===== src/rtl/prio_pkg.sv =====
// Shared definitions for the priority decode/pulse slice: default index width,
// FSM state encoding and a ceil(log2) helper for sizing counters.
package prio_pkg;

    localparam int QW_DEF = 2;

    typedef enum logic [1:0] {
        IDLE  = 2'd0,
        DRIVE = 2'd1,
        GAP   = 2'd2
    } state_t;

    // ceil(log2(x)); returns 0 for x <= 1
    function automatic int clog2(input int x);
        int r;
        r = 0;
        for (int i = 0; i < 31; i++) begin
            if ((1 << i) < x) r = i + 1;
        end
        return r;
    endfunction

endpackage


===== src/rtl/prio_dec_2to4_pulse_timer.sv =====
// Loadable down-counter shared by the DRIVE and GAP phases. Load wins over
// decrement; the count parks at zero and zero is flagged combinationally.
module pulse_timer #(
    parameter int W = 2
) (
    input  logic         clk,
    input  logic         rst_n,
    input  logic         ld,
    input  logic [W-1:0] ld_val,
    input  logic         en,
    output logic [W-1:0] cnt,
    output logic         zero
);

    assign zero = (cnt == '0);

    // load, or count down toward zero while enabled
    always_ff @(posedge clk) begin
        if (!rst_n) begin
            cnt <= '0;
        end else if (ld) begin
            cnt <= ld_val;
        end else if (en && !zero) begin
            cnt <= cnt - W'(1);
        end
    end

endmodule


===== src/rtl/prio_dec_2to4_pulse.sv =====
// Accepts an encoded index with valid, drives the matching one-hot line for
// PULSE_LEN cycles, then holds off for GAP_LEN idle cycles before the next
// code can be taken. Codes presented while busy are dropped, not queued.
module prio_dec_2to4_pulse
    import prio_pkg::*;
#(
    parameter  int QW        = QW_DEF,
    parameter  int PULSE_LEN = 3,
    parameter  int GAP_LEN   = 1,
    localparam int N         = 1 << QW
) (
    input  logic          clk,
    input  logic          rst_n,
    input  logic [QW-1:0] q,
    input  logic          v,
    output logic          ready,
    output logic [N-1:0]  y,
    output logic          busy,
    output logic          done
);

    localparam int PG_MAX = (PULSE_LEN > GAP_LEN) ? PULSE_LEN : GAP_LEN;
    localparam int CMAX   = (PG_MAX > 2) ? PG_MAX : 2;
    localparam int CW     = clog2(CMAX);

    localparam logic [CW-1:0] PL_M1 = CW'(PULSE_LEN - 1);
    localparam logic [CW-1:0] GL_M1 = CW'((GAP_LEN > 0) ? GAP_LEN - 1 : 0);

    state_t        state;
    logic [CW-1:0] cnt;
    logic          zero;
    logic          ld;
    logic [CW-1:0] ld_val;
    logic          en;

    assign ready = (state == IDLE);

    // timer loads on accept (pulse length) and at end of pulse (gap length)
    always_comb begin
        ld     = 1'b0;
        ld_val = PL_M1;
        en     = (state != IDLE);
        if (state == IDLE && v) begin
            ld     = 1'b1;
            ld_val = PL_M1;
        end else if (state == DRIVE && zero && GAP_LEN > 0) begin
            ld     = 1'b1;
            ld_val = GL_M1;
        end
    end

    pulse_timer #(.W(CW)) u_timer (
        .clk    (clk),
        .rst_n  (rst_n),
        .ld     (ld),
        .ld_val (ld_val),
        .en     (en),
        .cnt    (cnt),
        .zero   (zero)
    );

    // phase sequencing and registered outputs
    always_ff @(posedge clk) begin
        if (!rst_n) begin
            state <= IDLE;
            y     <= '0;
            busy  <= 1'b0;
            done  <= 1'b0;
        end else begin
            case (state)
                IDLE: begin
                    if (v) begin
                        state <= DRIVE;
                        y     <= N'(1) << q;
                        busy  <= 1'b1;
                        done  <= (PULSE_LEN == 1);
                    end
                end
                DRIVE: begin
                    if (!zero) begin
                        done <= (cnt == CW'(1));
                    end else begin
                        y    <= '0;
                        done <= 1'b0;
                        if (GAP_LEN > 0) begin
                            state <= GAP;
                        end else begin
                            state <= IDLE;
                            busy  <= 1'b0;
                        end
                    end
                end
                GAP: begin
                    if (zero) begin
                        state <= IDLE;
                        busy  <= 1'b0;
                    end
                end
                default: begin
                    state <= IDLE;
                    y     <= '0;
                    busy  <= 1'b0;
                    done  <= 1'b0;
                end
            endcase
        end
    end

endmodule


===== config.mk =====
export PLATFORM = sky130hd
export DESIGN_NAME = prio_dec_2to4_pulse
export DESIGN_NICKNAME = d
export VERILOG_FILES = /design/src/rtl/prio_pkg.sv /design/src/rtl/prio_dec_2to4_pulse_timer.sv /design/src/rtl/prio_dec_2to4_pulse.sv
export SDC_FILE = /design/constraint.sdc
export NUM_CORES = 1
export LEC_CHECK = 0
export CAP_MARGIN = 15
export CORE_AREA = 2 2 39 41
export DETAILED_ROUTE_END_ITERATION = 10
export DIE_AREA = 0 0 41 43
export DONT_BUFFER_PORTS = 1
export SYNTH_ARGS = -nofsm -noshare
export SYNTH_HDL_FRONTEND = slang
export SYNTH_HIERARCHICAL = 1
export SYNTH_SLANG_ARGS = --single-unit

===== constraint.sdc =====
create_clock -name clk -period 2 [get_ports clk]
set_input_delay 0.6 -clock clk [delete_from_list [all_inputs] [get_ports clk]]
set_output_delay 0.6 -clock clk [all_outputs]
set_load 0.1 [all_outputs]

Word-level counts from Yosys, hierarchy flattened
Index checks and enable logic that the tools add are counted.
{"block": "totals", "register_bits": 10, "word_cells": 46, "out_inout_bits": 7, "in_bits": 5}
{"block": "op_classes", "shift": 1, "mux": 19, "bitwise_logic": 2, "reduce_logical": 12, "n_eq_ne": 6, "n_addsub": 1}
{"operator": "$mux W2", "n": 7}
{"operator": "$pmux W4 S3", "n": 1}
{"operator": "$reduce_and A3 Y1", "n": 3}
{"operator": "$mux W4", "n": 2}
{"operator": "$mux W1", "n": 6}
{"operator": "$pmux W1 S3", "n": 2}
{"operator": "$pmux W2 S3", "n": 1}
{"operator": "$eq A2 B1 Y1 const B", "n": 2}
{"operator": "$logic_not A2 Y1", "n": 2}
{"operator": "$ne A2 B1 Y1 const B", "n": 2}
{"operator": "$reduce_bool A2 Y1", "n": 2}
{"operator": "$shl A1 B2 Y4 const A", "n": 1}
{"operator": "$logic_and A1 B1 Y1", "n": 3}
{"operator": "$eq A2 B2 Y1 const B", "n": 1}
{"operator": "$ne A2 B2 Y1 const B", "n": 1}
{"operator": "$not A1 Y1", "n": 2}
{"operator": "$reduce_and A2 Y1", "n": 1}
{"operator": "$sub A2 B1 Y2 const B", "n": 1}
{"operator": "$logic_not A1 Y1", "n": 1}

Logic depth before layout (Yosys ltp)
{"block": "logic_depth", "word_depth": 5, "ltp_mapped": 7, "ltp_nobuf": 7}

Hierarchy
The synthesis kept the hierarchy.
{"module": "prio_dec_2to4_pulse", "cells_per_inst": 49, "area_per_inst_um2": 402.9, "n_inst": 1, "seq_area_each_um2": 160.2}
{"module": "pulse_timer", "cells_per_inst": 14, "area_per_inst_um2": 122.6, "n_inst": 1, "seq_area_each_um2": 40.0}

Worst setup path before layout
Ideal clock, no wire load.
{"block": "synth_timing", "path_type": "flip-flop to flip-flop", "start": "register state[0]", "end": "register u_timer.cnt[1]", "required_time_ns": 1.880, "path_slack_ns": -0.479, "arrival_time_ns": 2.358, "n_path_buf": 1, "setup_ns": 0.120, "period_less_slack_ns": 2.479, "path_stages_with_launch": 7, "path_cell_list": "dfxtp_1 buf_2 nor2_1 inv_1 nor2b_4 o211ai_1 a21boi_1"}
{"block": "synth_via", "elab_cells_between_ends": 12, "cone_classes": "1 x eq/ne; 5 x mux; 6 x reduce/logical"}
{"item": "from (decl)", "line_no": "prio_dec_2to4_pulse.sv:29", "text": "state_t state;"}
{"item": "from (signal assigned)", "line_no": "prio_dec_2to4_pulse.sv:65", "text": "state <= IDLE;"}
{"item": "from (signal assigned)", "line_no": "prio_dec_2to4_pulse.sv:73", "text": "state <= DRIVE;"}
{"item": "from (signal assigned)", "line_no": "prio_dec_2to4_pulse.sv:86", "text": "state <= GAP;"}
{"item": "$logic_not A2 Y1 (*)"}
{"item": "via ready", "line_no": "prio_dec_2to4_pulse.sv:16", "text": "output logic ready,"}
{"item": "$logic_and A1 B1 Y1 (*)", "line_no": "prio_dec_2to4_pulse.sv:43", "text": "if (state == IDLE && v) begin"}
{"item": "$mux W2 or $mux W1 (tied branches)", "line_no": "prio_dec_2to4_pulse.sv:43"}
{"item": "$mux W2 or $reduce_bool A2 Y1 (tied branches)"}
{"item": "to (signal assigned)", "line_no": "prio_dec_2to4_pulse_timer.sv:22", "text": "cnt <= ld_val;"}
{"item": "to (signal assigned)", "line_no": "prio_dec_2to4_pulse_timer.sv:24", "text": "cnt <= cnt - W'(1);"}
{"item": "to (decl)", "line_no": "prio_dec_2to4_pulse_timer.sv:11", "text": "output logic [W-1:0] cnt,"}
Mark *: on every way through the listed nets, which the timed path passes. The rest lies on a longest branch.
A chain may end at the register's enable or synchronous reset.

Worst setup path after layout
{"block": "layout_timing", "start": "register state[0]", "end": "output ready"}
{"block": "layout_via", "elab_chain_cells": 1}
{"item": "$logic_not A2 Y1", "line_no": "prio_dec_2to4_pulse.sv:36", "text": "assign ready = (state == IDLE);"}
{"item": "to (decl)", "line_no": "prio_dec_2to4_pulse.sv:16"}
Every way passes these cells.

==> results_dict.tcl <==
set metrics [dict create \
    outcome "completed" \
    crit_required_ps 1400 \
    synthToLayoutAreaGrowth_pct 19.5 \
    synth_fa_ha_area_share_pct 2.38 \
    rr_endpoint "u_timer/cnt[0]" \
    design.core.area_mm2 0.00138 \
    r2r_setup_slack_ps 630 \
    cts_tree "built" \
    cts_root_buf "clkbuf_4" \
    placedCellCount 84 \
    synthTopCellsByArea "dfxtp_1 38%, mux2i_1 7.6%, nand2_1 5.7%" \
    synth_top_family_by_area "simple AND/OR/NAND/NOR gates" \
    yosys_warnings 6 \
    drt_iter0_drc 10 \
    hold_viol 0 \
    yosys.area_share.simple_pct 31.2 \
    die_w_um 41 \
    vias 438 \
    io_buffer_count 0 \
    crit_fanout 11 \
    crit_type "flop to output pin" \
    ys_seq_area_share_pct 38.1 \
    clk_latency_ps 270 \
    antenna_left 0 \
    layout-drive-gt1-share_pct 22.2 \
    fmax_mhz 574 \
    post_drt_wl_per_cell_um 10.9 \
    crit_path_start_kind "flop" \
    grt_first_pass_wirelength_mm 1.59 \
    power_density_mw_per_mm2 1060 \
    stdcell_count 88 \
    cts_setup_buffers 0 \
    report.final.slew_viol_count 0 \
    clock-skew-final_ps 1.32 \
    hpwlAfterDp_um 704 \
    drt_first_pass_iters 4 \
    grt_pass1_vias 402 \
    path_cells "nor2_2 > buf_4" \
    drc 0 \
    netlist_area_um2 526 \
    end_kind "output pin" \
    dp_slack_ps 527 \
    yosysTopAreaCell "dfxtp_1" \
    timing.rr.start "u_timer/cnt[0]" \
    grt.overflow.total 0 \
    ctsHoldBuffers 0 \
    min_to "busy" \
    synth_top_area_share_pct 38.1 \
    antennaDiodeCount 0 \
    htreeDepth 1 \
    syn_avg_cell_area_um2 8.34 \
    grt_max_degree 14 \
    boundaryPins 12 \
    rsz0062_at_grt "false" \
    synth_compound_area_share_pct 12.4 \
    grt_antenna_before_repair 0 \
    hold_path_class "input port to flop" \
    yosysUniqueCellTypes 28 \
    synth.ff_latch_count 10 \
    die_h_um 43 \
    synthCells 63 \
    path_delay_family "flip-flops" \
    final_net_count 79 \
    worst-path-buf-inv 1 \
    drv_cap 0 \
    yosys-mux-area-fraction_pct 7.62 \
    setup_tns_ps 0 \
    hold_start "rst_n" \
    cts_made_buffers 3 \
    gp_routability_congestion 0.623 \
    synth-xor-area-share_pct 1.67 \
    max_stage_delay_ps 420 \
    worstPathArrival_ps 1140 \
    setup_ws_ps 258 \
    track_usage_pct 13.6 \
    wl_um 957 \
    mostFrequentLayoutCells "10 x dfxtp_1, 8 x nand2_1, 7 x buf_4" \
    p_leak_nw 0.270 \
    layout_commonest_cell "dfxtp_1" \
    period_share_pct 87.1 \
    vias_per_cell 4.98 \
    vdd.ir_drop.worst_v 0.000387 \
    period_minus_slack_ps 1740 \
    clk_pin_slew_ps 70 \
    dieArea_mm2 0.00176 \
    syn-num-nets 69 \
    min_path_cells 1 \
    cts.repair.resized 0 \
    cts_buffer_depth 2 \
    reg2regPathDepth 7 \
    rows 14 \
    slowest_stage "dfxtp_1" \
    cts_sinks 10 \
    setup_viol 0 \
    start_util_pct 38.0 \
]
## power breakdown
| part | total, W | switching, W | leakage [nW] | internal, W |
|---|---|---|---|---|
| Sequential | 0.000239 | 0.0000192 | 0.0821 | 0.000220 |
| Combinational | 0.000239 | 0.000165 | 0.167 | 0.0000748 |
| Clock | 0.000188 | 0.0000769 | 0.0210 | 0.000111 |
## cell families (layout without fill, tap and decap cells)
family	count (synthesis)	after routing
AO/OA/AOI/OAI	11	11
XOR/XNOR	1	1
adder cells (fa/ha/maj)	1	1
buffers and inverters	8	17
flip-flops	10	10
multiplexers	4	4
other	1	1
AND/OR/NAND/NOR	27	27
## worst max path at each step
stage	startpoint	to	slack (ps)	cells after the start
finish	state[0]	ready	260	2
global route	state[0]	ready	180	2
CTS	state[0]	ready	250	2
detailed placement	v	u_timer/cnt[0]	530	5
global placement	v	u_timer/cnt[0]	540	5
floorplan	state[0]	u_timer/cnt[1]	70	6
## registers in the layout, summed over array words and instances, names as in the netlist
register / cells
state: 2
busy: 1
done: 1
y: 4
u_timer/cnt: 2
## area by class of cell
class / count / area [um2]
Fill cell: 150 / 756
Clock buffer: 4 / 36.3
Timing Repair Buffer: 7 / 52.6
Tap cell: 16 / 20.0
Multi-Input combinational cell: 45 / 297
Sequential cell: 10 / 200
Inverter: 6 / 22.5
## layer usage
metal	vias up	wire (um)	track usage [%]
met2	12	384	19.1
met4	0	20	10.0
met1	198	493	17.4
li1	226	-	-
met5	-	0	0
met3	2	58	3.14
## worst reg2reg max path, cell delays in order (launching register included)
cell and delay (ps):
dfxtp_1 330, inv_1 60, ha_1 310, nand3b_1 170, nand2_1 110, inv_1 60
o21ai_0 170, a21oi_1 50
## stage by stage
stage          utilization, %  cell area (um2)  hold slack (ps)  power (W)
2_1_floorplan               -              528              527   0.000448
3_3_place_gp             42.8              592              541   0.000481
4_1_cts                  45.4              628              438   0.000675
3_5_place_dp             42.8              592              540   0.000483
5_1_grt                  45.4              628              444   0.000703
6_report                 45.4              628              446   0.000666
## synth_stat cells (all sizes together)
cell type and instances:
nand4 1, buf 1, o21ai 4, a21boi 2
mux2i 4, nand2 9, nand2b 1, nor2 2
nand3b 2, nor3 2, xnor2 1, nand3 3
conb 1, clkbuf 1, ha 1, a21oi 3
dfxtp 10, nor2b 4, or3b 2, and3b 1
o211ai 1, o21a 1, inv 6
Power figures use the tool's default switching activity.
